`config.mk`:
```
export PLATFORM = sky130hd
export DESIGN_NAME = wormhole_port_allocator
export DESIGN_NICKNAME = d
export VERILOG_FILES = /design/src/rtl/wormhole_port_allocator.sv
export SDC_FILE = /design/constraint.sdc
export NUM_CORES = 1
export LEC_CHECK = 0
export CAP_MARGIN = 10
export CELL_PAD_IN_SITES_DETAIL_PLACEMENT = 2
export CELL_PAD_IN_SITES_GLOBAL_PLACEMENT = 2
export CORE_UTILIZATION = 35
export DETAILED_ROUTE_END_ITERATION = 8
export GPL_ROUTABILITY_DRIVEN = 1
export PLACE_DENSITY = 0.95
export SLEW_MARGIN = 15
export SYNTH_ARGS = -nofsm -noshare
export SYNTH_HDL_FRONTEND = slang
export SYNTH_SLANG_ARGS = --single-unit
```
`constraint.sdc`:
```
create_clock -name clk -period 23.2 [get_ports clk]
set_input_delay 3.48 -clock clk [delete_from_list [all_inputs] [get_ports clk]]
set_output_delay 3.48 -clock clk [all_outputs]
set_load 0.01 [all_outputs]
```
`src/rtl/wormhole_port_allocator.sv`:
```
// Wormhole output-port allocator: round-robin grant on header flits, holds the
// port until the packet's tail has been transferred, drives xbar select and FIFO reads.
module wormhole_port_allocator #(
  parameter int LEN_W = 12,
  parameter int NPORT = 5
) (
  input  logic                   clk,
  input  logic                   rst,
  input  logic [NPORT-1:0]       req,
  input  logic [3*NPORT-1:0]     flit_type,
  input  logic [LEN_W*NPORT-1:0] pkt_len,
  input  logic                   dcts,
  output logic [NPORT:0]         state,
  output logic [NPORT-1:0]       sel,
  output logic [NPORT-1:0]       xfer,
  output logic                   busy,
  output logic                   frame_err
);

  localparam int PTR_W = (NPORT > 1) ? $clog2(NPORT) : 1;
  localparam logic [NPORT:0] IDLE_ST = {{NPORT{1'b0}}, 1'b1};

  typedef enum logic [2:0] {
    FT_HEAD = 3'b001,
    FT_BODY = 3'b010,
    FT_TAIL = 3'b100
  } flit_t;

  logic [PTR_W-1:0] ptr;
  logic [LEN_W-1:0] cnt;
  logic             hdr_sent;
  logic             legal;
  logic             win_found;
  int unsigned      win_idx;
  int unsigned      own_idx;
  int unsigned      nxt_ptr;
  logic [LEN_W-1:0] win_len;
  logic             own_tail;
  logic             do_xfer;

  assign legal = $onehot(state);
  assign sel   = state[NPORT:1];
  assign busy  = ~state[0];
  // Gated by rst so an aborted grant never pops a FIFO in the reset cycle.
  assign xfer    = (legal && !rst) ? (sel & req & {NPORT{dcts}}) : '0;
  assign do_xfer = |xfer;

  always_comb begin
    int unsigned idx;
    win_found = 1'b0;
    win_idx   = 0;
    own_idx   = 0;
    for (int unsigned k = 0; k < NPORT; k++) begin
      idx = 32'(ptr) + k;
      if (idx >= NPORT) idx = idx - NPORT;
      if (!win_found && req[idx] && (flit_type[3*idx +: 3] == FT_HEAD)) begin
        win_found = 1'b1;
        win_idx   = idx;
      end
    end
    for (int unsigned i = 0; i < NPORT; i++) begin
      if (state[i+1]) own_idx = i;
    end
    win_len  = pkt_len[LEN_W*win_idx +: LEN_W];
    own_tail = (flit_type[3*own_idx +: 3] == FT_TAIL);
    nxt_ptr  = (own_idx == NPORT - 1) ? 0 : own_idx + 1;
  end

  always_ff @(posedge clk) begin
    if (rst) begin
      state     <= IDLE_ST;
      ptr       <= '0;
      cnt       <= '0;
      hdr_sent  <= 1'b0;
      frame_err <= 1'b0;
    end else if (!legal) begin
      state    <= IDLE_ST;
      cnt      <= '0;
      hdr_sent <= 1'b0;
    end else if (state[0]) begin
      if (win_found) begin
        state    <= IDLE_ST << (win_idx + 1);
        hdr_sent <= 1'b0;
        if (win_len < LEN_W'(2)) begin
          cnt       <= LEN_W'(1);
          frame_err <= 1'b1;
        end else begin
          cnt <= win_len - 1'b1;
        end
      end
    end else if (do_xfer) begin
      if (!hdr_sent) begin
        hdr_sent <= 1'b1;
      end else if ((cnt == LEN_W'(1)) || own_tail) begin
        // Clean release only when the tail lands exactly at count 1.
        if ((cnt == LEN_W'(1)) != own_tail) frame_err <= 1'b1;
        state    <= IDLE_ST;
        ptr      <= PTR_W'(nxt_ptr);
        cnt      <= '0;
        hdr_sent <= 1'b0;
      end else begin
        cnt <= cnt - 1'b1;
      end
    end
  end

endmodule

```
# --- Word level (Yosys, flattened, before mapping) ---
# Index checks and enable logic that the tools add are counted.
totals:
  regBits: 23
  inputBits: 83
  out_inout_bits: 18
  elab_cells: 147
op_classes:
  add_sub_neg: 18
  mul: 7
  magnitude_cmp: 11
  n_eq_ne: 12
  shifts: 8
  mux: 54
  bitwise_logic: 4
  reduce_logical: 27
ops:
  columns: ["cell", "count"]
  rows:
  - ["32-bit 2-to-1 mux", 13]
  - ["15-bit by 33-bit variable part select with 3-bit output", 6]
  - ["2-bit by 32-bit multiplier with 32-bit output, first input constant", 6]
  - ["32-bit by 4-bit < comparator with 1-bit output, second input constant", 5]
  - ["12-bit 2-to-1 mux", 6]
  - ["60-bit by 33-bit variable part select with 12-bit output", 1]
  - ["32-bit by 1-bit adder with 32-bit output, second input constant", 1]
  - ["32-bit by 3-bit == test with 1-bit output, second input constant", 1]
  - ["2-bit by 32-bit multiplier with 30-bit output, first input constant", 1]
  - ["1-bit by 32-bit left shift with 6-bit output, first input constant", 1]
  - ["6-bit 2-to-1 mux", 5]
  - ["12-bit by 1-bit subtractor with 12-bit output, second input constant", 2]
  - ["1-bit 2-to-1 mux", 23]
  - ["4-bit by 3-bit subtractor with 5-bit output, second input constant", 4]
  - ["3-bit by 1-bit == test with 1-bit output, second input constant", 6]
  - ["4-bit by 3-bit >= comparator with 1-bit output, second input constant", 4]
  - ["1-bit binary-select mux with 3-bit select", 5]
  - ["12-bit by 1-bit == test with 1-bit output, second input constant", 1]
  - ["12-bit by 2-bit < comparator with 1-bit output, second input constant", 1]
  - ["5-bit AND", 2]
  - ["1-bit logical AND", 10]
  - ["3-bit by 2-bit adder with 4-bit output, second input constant", 2]
  - ["2-bit nonzero test", 4]
  - ["7-bit AND reduction", 1]
  - ["22 further kinds", 30]

# --- Longest topological paths before layout ---
# Gate-level depths: netlist of the first run.
logic_depth:
  ltp_word: 29
  mapped_depth: 45
  depth_no_buf: 39

# --- Worst setup path before layout of the first run ---
# OpenSTA, ideal clock, no wires.
synth_path:
  kind: "in2reg"
  from: "input port flit_type[8]"
  to: "register cnt[6]"
  setup_time_ns: 0.087
  arrival_time_ns: 10.342
  setup_slack_ns: 12.771
  stages: 32
  n_path_buf: 8
  cell_sequence: "buf_2 -> nor2b_1 -> nand2_1 -> mux2_2 -> o32ai_1 -> a221oi_1 -> a311oi_1 -> nand3b_1 -> or3_1 -> buf_2 -> a21oi_4 -> inv_2 -> buf_6 -> buf_6 -> buf_2 -> ha_1 -> fa_1 -> clkbuf_1 -> clkbuf_1 -> nor2_1 -> a222oi_1 -> o221ai_1 -> or4_1 -> o221a_1 -> inv_1 -> ha_1 -> inv_1 -> or3_1 -> clkbuf_1 -> or4_1 -> xnor2_1 -> o31ai_1"
synth_between:
  elab_chain_len: 26
  elab_cells_between_ends: 48
synth_lines:
  columns: ["item", "line", "rtl"]
  rows:
  - ["from (decl)", "10", "input logic [3*NPORT-1:0] flit_type,"]
  - ["15-bit by 33-bit variable part select with 3-bit output", "56", "if (!win_found && req[idx] && (flit_type[3*idx +: 3] == FT_HEAD)) begin"]
  - ["3-bit by 1-bit == test with 1-bit output", "56", null]
  - ["1-bit logical AND", "56", null]
  - ["1-bit 2-to-1 mux", "56", null]
  - ["1-bit zero test", "56", null]
  - ["1-bit logical AND (2 in a row)", "56", null]
  - ["1-bit 2-to-1 mux", "56", null]
  - ["1-bit zero test", "56", null]
  - ["[8 not listed]", null, null]
  - ["1-bit logical AND (2 in a row)", "56", null]
  - ["32-bit 2-to-1 mux", "56", null]
  - ["2-bit by 32-bit multiplier with 30-bit output", "64", "win_len = pkt_len[LEN_W*win_idx +: LEN_W];"]
  - ["60-bit by 33-bit variable part select with 12-bit output", "64", null]
  - ["12-bit by 1-bit subtractor with 12-bit output / 12-bit by 2-bit < comparator with 1-bit output (equally long branches)", "88, 84", null]
  - ["12-bit 2-to-1 mux", "84", "if (win_len < LEN_W'(2)) begin"]
  - ["12-bit 2-to-1 mux", "81", "if (win_found) begin"]
  - ["12-bit 2-to-1 mux", "80", "end else if (state[0]) begin"]
  - ["to (signal assigned)", "88", "cnt <= win_len - 1'b1;"]
  - ["to (signal assigned)", "102", "cnt <= cnt - 1'b1;"]
  - ["to (decl)", "30", "logic [LEN_W-1:0] cnt;"]
# Several ways; a longest one is shown, not always the timed one. The select of a mux whose other input is x is not followed.
# A chain may end at the register's enable or synchronous reset.

# --- Final worst setup path of the first run ---
# Ends and elaborated chain as after synthesis.

==> metrics.md, run 1 <==
| Metric | Value |
|---|---|
| Layout fillers | `2401` |
| Crit share post-route | `51.7%` |
| DR vias/cell | `6.83` |
| Critical Path Fanout Max | `14` |
| Antenna Cells | `0` |
| Cts repair resizes | `0` |
| Post-synth cell types | `91` |
| Hold Path Depth | `2` |
| Minimum clock period | `11.99 ns` |
| # port buffers | `100` |
| Sw Ratio | `52.1%` |
| CTS tree | `done` |
| Syn Std Cell Area | `0.00720 mm²` |
| Synth area leader | `ha_1` |
| Gate power share | `70.3%` |
| Combinational family with the most area after synthesis | `compound AO/OA/AOI/OAI gates` |
| Mapped Cells | `1026` |
| FMAX | `0.0834 GHz` |
| Post-synth net total | `1170` |
| Area delta synth->final | `17.5%` |
| Unrepaired setup endpoints after global routing | `false` |
| Clk sink count | `23` |
| Most common cell in the netlist | `nand2_1` |
| Final worst slack | `11.21 ns` |
| Ports | `101` |
| Top cells by count, synth | `103 x nand2_1, 84 x nor2_1, 70 x a21oi_1` |
| Starting Density | `35.6%` |
| DRC viols | `0` |
| Worst skew pair latency | `0.26 ns` |
| Synth Warn # | `0` |
| Dpl ws | `11.17 ns` |
| Slew Viols, Final | `0` |
| Worst Skew | `0.00397 ns` |
| Final Core Density | `41.8%` |
| DRT Pass-1 Iters | `5` |
| CTS Buf Count | `3` |
| H-tree Lvls | `1` |
| Final WL | `36500 µm` |
| Post-synth EDFFs | `0` |
| Setup TNS | `0 ns` |
| HP Class | `reg -> reg` |
| Largest net degree at the start of global routing | `41` |
| Die width | `145 µm` |
| Initial antenna violation count | `0` |
| Measured slew at the worst slew-check pin | `1.10 ns` |
| Final net count | `1232` |
| Placement row count | `52` |
| Grt ovf | `0` |
| Share of power burned in registers | `16.9%` |
| Max rail drop VDD | `31.4 µV` |
| CP most frequent cell | `nand2_1` |
| CP required | `23.37 ns` |
| Worst-path clk slew | `0.07 ns` |
| Worst EP arrival | `12.16 ns` |
| Total number of vias | `9275` |
| Clock power share | `12.8%` |
| Total internal power | `148 µW` |
| FFs w/ async S/R, synth | `0%` |
| Post-CTS Hold Fix Bufs | `0` |
| R2r worst-path depth | `36` |
| Xor/xnor share of the synthesized area | `3.67%` |
| Synth Area in Compound Gates | `31.8%` |
| Vias in the first global route | `10300` |
| CTS max path bufs | `2` |
| P_sw | `161 µW` |
| Hold path start | `cnt[11]` |
| Die Area | `0.0212 mm²` |
| Reg-to-reg endpoint | `cnt[6]` |
| Crit path capture type | `flop` |
| Reg-to-reg slack, setup | `11.98 ns` |
| Max cap viols | `0` |
| Synth Register Bits | `23` |
| Adder-cell area share of the yosys netlist | `11.6%` |
| GRT Util Overall | `34.0%` |
| Worst r2r src | `ptr[1]` |
| PwrDens | `36.5 mW/mm²` |
| CP Launch Type | `primary input` |
| Synth top area share | `8.86%` |
| CTS root buffer | `clkbuf_16` |
| Outcome | `finished clean` |
| Register area share after synthesis | `6.39%` |
| Core footprint | `0.0202 mm²` |
| First-pass GRT wire length | `57700 µm` |
| Leak pwr | `3.38 nW` |
| Simple-gate portion of the synthesized area | `27.8%` |
| Post-DR wirelength/cell | `26.9 µm` |
| HPWL Detailed | `29100 µm` |
| Die height | `145 µm` |
| First-iteration detailed-routing DRC count | `592` |
| Final setup viols | `0` |
| CP max-delay cell | `nor2_1` |
| Hold endpoint | `cnt[11]` |
| Mux cell area share after synthesis | `11.8%` |
| Post-DRT Antenna Nets | `0` |
| Layout cell share with drive strength beyond 1 | `5.98%` |
| Syn avg cell area | `7.02 µm²` |
| Final Hold Fails | `0` |
| Slowest Stage Delay on Critical Path | `0.75 ns` |
| Fin area | `0.00846 mm²` |
| Slew HR | `26.7%` |
| Kind of critical path | `in -> reg` |
| GPL Wtd Cong | `0.972` |
| Synth Flop Type | `dfxtp_1` |
| Top cells by area, synth | `ha_1 8.9%, mux2i_1 8.6%, dfxtp_1 6.4%` |
| # Post-CTS Setup Buffers | `0` |
| Placed Instance Area | `0.00838 mm²` |
-- cells by family after synthesis --
logic type	after synthesis
flip-flops	23
AO/OA/AOI/OAI	322
adder cells (fa/ha/maj)	61
XOR/XNOR	28
buffers and inverters	110
multiplexers	80
AND/OR/NAND/NOR	402
-- power groups by stage --
stage | Combinational, mW | Sequential (mW) | Clock, mW
floorplan | 0.133 | 0.0500 | 0
global placement | 0.195 | 0.0521 | 0
detailed placement | 0.210 | 0.0528 | 0
CTS | 0.212 | 0.0519 | 0.0398
global route | 0.230 | 0.0530 | 0.0418
finish | 0.217 | 0.0521 | 0.0395
-- critical path, delay by kind of cell --
kind	cells	cell delay, ns
and+or+nand+nor	11	3.19
AOI/OAI and AO/OA	12	3.04
buffers and inverters	4	1.34
adders and majority gates	2	0.81
muxes	1	0.27
-- through the flow --
step                std cells  total power, mW  hold WS (ns)
detailed placement       1353            0.263         0.489
global route             1357            0.325         0.568
finish                   1357            0.309         0.527
global placement         1353            0.247         0.468
CTS                      1357            0.304         0.532
floorplan                1026            0.183         0.469
-- layout make-up --
class	count	area (µm²)	share of cell area, %
well taps	270	338	3.99
clock buffers	3	75.1	0.887
repair buffers	118	1140	13.4
flip-flops and latches	23	460	5.44
inverters	49	186	2.20
multi-input cells	893	6260	74.0
clock inverters	1	5.00	0.0591
-- worst max path at each step --
stage / end / cells past startpoint / slack, ns / from
after CTS: cnt[6] / 30 / 11.41 / flit_type[8]
after global placement: cnt[6] / 28 / 11.92 / flit_type[8]
after global routing: cnt[6] / 28 / 10.92 / flit_type[8]
final: cnt[6] / 30 / 11.21 / flit_type[8]
after detailed placement: cnt[6] / 30 / 11.17 / flit_type[8]
after floorplan: cnt[6] / 32 / 12.77 / flit_type[8]
-- flip-flops by register name (all words and copies together), names as in the netlist --
| name | flops |
|---|---|
| cnt | 12 |
| state | 6 |
| ptr | 3 |
| frame_err | 1 |
| hdr_sent | 1 |
-- cells in the final DEF, fill, tap and decap left out, types with 15 or more instances in the layout --
cell             instances
a21o_1                  17
a21oi_1                 70
and3_1                  17
buf_4                   18
clkdlybuf4s50_1        100
dfxtp_1                 23
ha_1                    51
inv_1                   46
mux2i_1                 62
nand2_1                103
nand3_1                 48
nor2_1                  84
nor2b_1                 21
nor3_1                  41
o21ai_0                 57
xnor2_1                 15
-- routing by layer --
layer | part of all wire [%] | GRT usage, %
met4 | 5.9 | 18.1
met5 | 0 | 0
met1 | 38 | 38.6
met2 | 51 | 62.4
met3 | 5.4 | 3.70
Power figures use the tool's default switching activity.
==> run 2, diff against run 1 <==
Settings changed: CORE_UTILIZATION 35 to 32, PLACE_DENSITY 0.95 to 0.89.
Clock period 23.2 ns to 11.3 ns, I/O delays scaled along.
==> run 2 against run 1 <==
The run now ends with design-rule violations left. Core utilization decreased by 3.1 points. Die area increased by 9.2%. Sequential share of layout area about the same. Largest power group unchanged.
==> metrics.md, run 2 (synthesized netlist as in run 1, its figures left out) <==
| Metric | Value |
|---|---|
| DR vias/cell | `6.56 (-4.0%)` |
| Slowest Stage Delay on Critical Path | `0.90 ns (+0.15 ns)` |
| Layout Cells excl Fill | `1372 (+1.1%)` |
| Multi-input logic area | `0.00626 mm² (unchanged)` |
| Largest net degree at the start of global routing | `41 (unchanged)` |
| Dpl cells | `1368 (+1.1%)` |
| Cts repair resizes | `0 (unchanged)` |
| Wire length on met1 | `14200 µm (+1.6%)` |
| Placed Instance Area | `0.00843 mm² (+0.60%)` |
| Kind of critical path | `reg -> reg` |
| Post-DR wirelength/cell | `25.0 µm (-7.1%)` |
| Worst EP arrival | `10.74 ns (-1.42 ns)` |
| Grt ovf | `0 (unchanged)` |
| Leak pwr | `3.40 nW (+0.73%)` |
| Max rail drop VDD | `64.6 µV (+110%)` |
| WL met3 | `1850 µm (-6.5%)` |
| HPWL Detailed | `27100 µm (-6.7%)` |
| Placement row count | `54 (+3.8%)` |
| Setup TNS | `0 ns (unchanged)` |
| Fin area | `0.00851 mm² (+0.59%)` |
| Post-CTS Hold Fix Bufs | `0 (unchanged)` |
| Die width | `152 µm (+4.5%)` |
| Layout fillers | `2613 (+8.8%)` |
| Final Hold Fails | `0 (unchanged)` |
| H-tree Lvls | `1 (unchanged)` |
| Worst-path clk slew | `0.07 ns (about the same)` |
| FMAX | `0.0947 GHz` |
| PwrDens | `74.1 mW/mm² (+100%)` |
| Slew Viols, Final | `0 (unchanged)` |
| Ports | `101 (unchanged)` |
| CP Launch Type | `flop` |
| Final Core Density | `38.8% (-3.1 points)` |
| Die height | `152 µm (+4.5%)` |
| Starting Density | `32.8% (-2.8 points)` |
| First-iteration detailed-routing DRC count | `552 (-6.8%)` |
| Critical Path Fanout Max | `17 (+3)` |
| Sw Ratio | `51.4% (-0.78 points)` |
| Slew HR | `34.3% (+7.7 points)` |
| P_sw | `324 µW (+100%)` |
| Top routing layer in use | `met4` |
| Final WL | `34300 µm (-6.1%)` |
| Final setup viols | `0 (unchanged)` |
| HP Class | `reg -> reg` |
| Measured slew at the worst slew-check pin | `0.977 ns (-0.120 ns)` |
| Clock power share | `13.2% (+0.4 points)` |
| Area delta synth->final | `18.2%` |
| Most flop-heavy register | `cnt` |
| Gate power share | `69.9% (-0.4 points)` |
| DRC viols | `4 (+4)` |
| Worst skew pair latency | `0.27 ns (about the same)` |
| Initial antenna violation count | `0 (unchanged)` |
| Minimum clock period | `10.56 ns` |
| CTS tree | `done` |
| CP Buf/Inv Count | `6 (+2)` |
| Most frequent cells in the layout | `103 x nand2_1, 100 x clkdlybuf4s50_1, 84 x nor2_1` |
| Crit share post-route | `93.4%` |
| Top Family by Delay on Critical Path | `adder cells` |
| CTS Buf Count | `3 (unchanged)` |
| Post-DRT Antenna Nets | `0 (unchanged)` |
| Die Area | `0.0231 mm² (+9.2%)` |
| Total internal power | `307 µW (+110%)` |
| CTS root buffer | `clkbuf_16` |
| Share of power burned in registers | `16.9% (about the same)` |
| GRT Util Overall | `29.1% (-5.0 points)` |
| Commonest non-fill, non-tap cell in the layout | `nand2_1` |
| Core footprint | `0.0220 mm² (+8.5%)` |
| # port buffers | `100 (unchanged)` |
| CP max-delay cell | `fa_1` |
| Final net count | `1237 (+0.41%)` |
| Reg area | `460 µm² (unchanged)` |
| CP required | `11.48 ns (-11.89 ns)` |
| Vias in the first global route | `9638 (-6.1%)` |
| Hold slack | `0.504 ns (-0.0235 ns)` |
| Antenna Cells | `0 (unchanged)` |
| Total number of vias | `9007 (-2.9%)` |
| Outcome | `complete, but fails checks` |
| Crit path capture type | `flop` |
| Worst Skew | `0.00207 ns (-0.00190 ns)` |
| Layout cell share with drive strength beyond 1 | `6.41% (+0.43 points)` |
| # Post-CTS Setup Buffers | `0 (unchanged)` |
| Clk sink count | `23 (unchanged)` |
| GPL Wtd Cong | `0.992 (+2.0%)` |
| First-pass GRT wire length | `54200 µm (-6.1%)` |
| DRT Pass-1 Iters | `8 (+3)` |
| Met2 wire len | `16900 µm (-8.6%)` |
| Unrepaired setup endpoints after global routing | `false` |
| Max cap viols | `0 (unchanged)` |
| CTS max path bufs | `2 (unchanged)` |
| Regs by FF count | `cnt (12), state (6), ptr (3)` |
| Reg-to-reg slack, setup | `0.74 ns (-11.24 ns)` |
| Max FFs per register | `12 (unchanged)` |
| Failing checks | `design-rule violations` |
[run 2: cell types whose count changed in the layout (fill, tap and decap cells not counted)]
cell	change
buf_4	+5
[run 2: layout make-up]
cell class,instances,share of cell area [%]
multi-input cells,893,73.6
repair buffers,123,13.8
flip-flops and latches,23,5.41
well taps,280,4.12
inverters,49,2.19
clock buffers,3,0.882
clock inverters,1,0.0588
[run 2: metrics by stage]
stage	total power, mW	setup WS [ns]
floorplan	0.375	2.07
CTS	0.623	0.882
global route	0.666	0.155
detailed placement	0.537	0.929
finish	0.631	0.742
global placement	0.516	1.51
[run 2: metal layers]
layer  track usage [%]  up-vias
met4              12.5        0
met1              35.2     4510
li1                  -     4029
met2              52.1      367
met5                 0        -
met3              2.82      101
[run 2: worst min-delay path: stages, from the launching register on]
cell and delay [ns]:
dfxtp_1 0.34, a21oi_1 0.05, nor2_1 0.08
[run 2: final timing paths]
path	start	end	cells after the start
min reg2reg	frame_err	frame_err	2
max	ptr[1]	cnt[6]	34
max reg2reg	ptr[1]	cnt[6]	34
min	frame_err	frame_err	2
[run 2: power by group through the flow]
| stage | Sequential, mW | Combinational [mW] | Clock (mW) |
|---|---|---|---|
| global route | 0.108 | 0.471 | 0.0871 |
| CTS | 0.106 | 0.433 | 0.0835 |
| floorplan | 0.103 | 0.272 | 0 |
| finish | 0.107 | 0.441 | 0.0831 |
| detailed placement | 0.108 | 0.429 | 0 |
| global placement | 0.107 | 0.409 | 0 |
==> run 3, diff against run 2 <==
--- a/config.mk
+++ b/config.mk
@@ -14,2 +14,3 @@
 export PLACE_DENSITY = 0.89
+export SETUP_SLACK_MARGIN = 0.3
 export SLEW_MARGIN = 15
==> constraint.sdc (replaced) <==
create_clock -name clk -period 11.3 [get_ports clk]
set_input_delay 2.26 -clock clk [delete_from_list [all_inputs] [get_ports clk]]
set_output_delay 2.26 -clock clk [all_outputs]
set_load 0.01 [all_outputs]
==> run 3 against run 2 <==
First-iteration DRC count decreased by 19%. Wire length decreased by 0.33%. Core utilization increased by 0.11 points. Critical endpoint is now cnt[0]. Clock skew barely moved. Die area unchanged. The run still ends with design-rule violations left. Hold slack got worse by 0.0063 ns. Clock power is 1% lower.
==> metrics.md, run 3 (synthesized netlist as in run 1, its figures left out) <==
| Metric | Value |
|---|---|
| Outcome | `complete, but fails checks` |
| Failing checks | `design-rule violations` |
| Top Family by Delay on Critical Path | `compound AO/OA/AOI/OAI gates` |
| Clock power share | `13.1% (about the same)` |
| CP Launch Type | `flop` |
| P_sw | `320 µW (-1.1%)` |
| Initial antenna violation count | `0 (unchanged)` |
| H-tree Lvls | `1 (unchanged)` |
| Commonest non-fill, non-tap cell in the layout | `nand2_1` |
| Met3 track demand over resource | `2.71% (-0.11 points)` |
| CTS Buf Count | `3 (unchanged)` |
| Layout Cells excl Fill | `1374 (+0.15%)` |
| Worst setup path end | `cnt[0]` |
| Slew HR | `28.4% (-6.0 points)` |
| PwrDens | `73.1 mW/mm² (-1.3%)` |
| Max rail drop VDD | `66.1 µV (+2.3%)` |
| Max FFs per register | `12 (unchanged)` |
| CP Buf/Inv Count | `7 (+1)` |
| # Post-CTS Setup Buffers | `0 (unchanged)` |
| DRC viols | `5 (+1)` |
| HPWL Detailed | `26900 µm (-0.91%)` |
| Worst skew pair latency | `0.27 ns (about the same)` |
| FMAX | `0.0959 GHz (+1.3%)` |
| Placement row count | `54 (unchanged)` |
| Die height | `152 µm (unchanged)` |
| Most Crowded Layer GR | `met2` |
| Slew Viols, Final | `0 (unchanged)` |
| First-pass GRT wire length | `54500 µm (+0.48%)` |
| Crit path depth | `34 (unchanged)` |
| Gate power share | `69.8% (about the same)` |
| Kind of critical path | `reg -> reg` |
| Ports | `101 (unchanged)` |
| Crit share post-route | `92.3% (-1.2 points)` |
| GPL Wtd Cong | `0.981 (-1.1%)` |
| Setup TNS | `0 ns (unchanged)` |
| Antenna Cells | `0 (unchanged)` |
| Max cap viols | `0 (unchanged)` |
| Final Hold Fails | `0 (unchanged)` |
| Clk sink count | `23 (unchanged)` |
| Grt ovf | `0 (unchanged)` |
| Final net count | `1239 (+0.16%)` |
| Regs by FF count | `cnt (12), state (6), ptr (3)` |
| Most frequent cells in the layout | `103 x nand2_1, 100 x clkdlybuf4s50_1, 84 x nor2_1` |
| CTS root buffer | `clkbuf_16` |
| DR vias/cell | `6.52 (-0.71%)` |
| CP required | `11.47 ns (about the same)` |
| CP max-delay cell | `o311ai_1` |
| # port buffers | `100 (unchanged)` |
| Share of power burned in registers | `17.0% (about the same)` |
| Final setup viols | `0 (unchanged)` |
| Unrepaired setup endpoints after global routing | `false` |
| GRT Util Overall | `29.0% (-0.066 points)` |
| Total internal power | `304 µW (-0.90%)` |
| Die width | `152 µm (unchanged)` |
| Crit path capture type | `flop` |
| Worst Skew | `0.00210 ns (+0.0000277 ns)` |
| CTS max path bufs | `2 (unchanged)` |
| Critical Path Fanout Max | `35 (+18)` |
| Area delta synth->final | `18.5%` |
| Post-CTS Hold Fix Bufs | `0 (unchanged)` |
| M2 GR Usage | `53.3% (+1.3 points)` |
| Critical path origin | `ptr[1]` |
| Worst EP arrival | `10.60 ns (-0.14 ns)` |
| Post-DR wirelength/cell | `24.9 µm (-0.48%)` |
| Measured slew at the worst slew-check pin | `1.07 ns (+0.0937 ns)` |
| Core footprint | `0.0220 mm² (unchanged)` |
| Slowest Stage Delay on Critical Path | `0.84 ns (-0.06 ns)` |
| Starting Density | `32.8% (unchanged)` |
| Total number of vias | `8956 (-0.57%)` |
| Cts repair resizes | `0 (unchanged)` |
| Most flop-heavy register | `cnt` |
| Largest net degree at the start of global routing | `41 (unchanged)` |
| First-iteration detailed-routing DRC count | `449 (-19%)` |
| DRT Pass-1 Iters | `7 (-1)` |
| Reg-to-reg endpoint | `cnt[0]` |
| Post-DRT Antenna Nets | `0 (unchanged)` |
| Layout cell share with drive strength beyond 1 | `6.76% (+0.35 points)` |
| Final WL | `34200 µm (-0.33%)` |
| Worst r2r src | `ptr[1]` |
| Die Area | `0.0231 mm² (unchanged)` |
| Minimum clock period | `10.43 ns (-0.132 ns)` |
| Vias in the first global route | `9776 (+1.4%)` |
| Leak pwr | `3.41 nW (+0.23%)` |
| Worst-path clk slew | `0.06 ns (about the same)` |
| CTS tree | `done` |
| Met1 usage | `34.7% (-0.50 points)` |
| Dpl cells | `1370 (+0.15%)` |
| R2r worst-path depth | `34 (unchanged)` |
| HP Class | `reg -> reg` |
| Reg-to-reg slack, setup | `0.87 ns (+0.13 ns)` |
| Sw Ratio | `51.3% (about the same)` |
run 3: cell count changes in the layout (fill, tap and decap cells not counted), sizes merged:
cell / before / now
buf: 23 / 25
run 3: power groups by stage:
stage	clock (mW)	sequential (mW)	combinational, mW
2_1_floorplan	0	0.103	0.272
3_3_place_gp	0	0.107	0.407
3_5_place_dp	0	0.108	0.424
4_1_cts	0.0823	0.106	0.430
5_1_grt	0.0862	0.108	0.469
6_report	0.0819	0.106	0.436
run 3: how the worst min path moves through the flow:
stage	cells after the start	slack (ns)	end	start
after floorplan	2	0.47	cnt[11]	cnt[11]
after global placement	2	0.46	frame_err	frame_err
after detailed placement	2	0.48	frame_err	frame_err
after CTS	2	0.50	frame_err	frame_err
after global routing	2	0.54	frame_err	frame_err
final	2	0.50	frame_err	frame_err
run 3: area by class of cell:
type / instances / area, µm²
clock inverters: 1 / 5.00
multi-input cells: 893 / 6270
fillers: 2598 / 13400
clock buffers: 3 / 75.1
inverters: 49 / 186
flip-flops and latches: 23 / 460
repair buffers: 125 / 1190
well taps: 280 / 350
run 3: stage by stage:
step / power [mW] / hold WS [ns] / util, % / instance area (µm²) / setup slack (ns)
finish: 0.624 / 0.497 / 38.9 / 8540 / 0.874
global route: 0.663 / 0.541 / 38.9 / 8540 / 0.350
CTS: 0.619 / 0.499 / 38.8 / 8530 / 0.887
detailed placement: 0.532 / 0.484 / 38.5 / 8450 / 0.890
global placement: 0.515 / 0.456 / 38.5 / 8450 / 1.35
floorplan: 0.375 / 0.469 / - / 7200 / 2.07
run 3: tightest hold or removal path, cell delays in order (launching register included):
cell and delay, ns:
dfxtp_1 0.33, a21oi_1 0.05, nor2_1 0.08
run 3: layer usage:
metal	wire length, µm	share of wire [%]	vias up
met4	1090	3.2	0
li1	-	-	4033
met3	1690	4.9	90
met5	0	0	-
met2	17400	51	326
met1	14000	41	4507
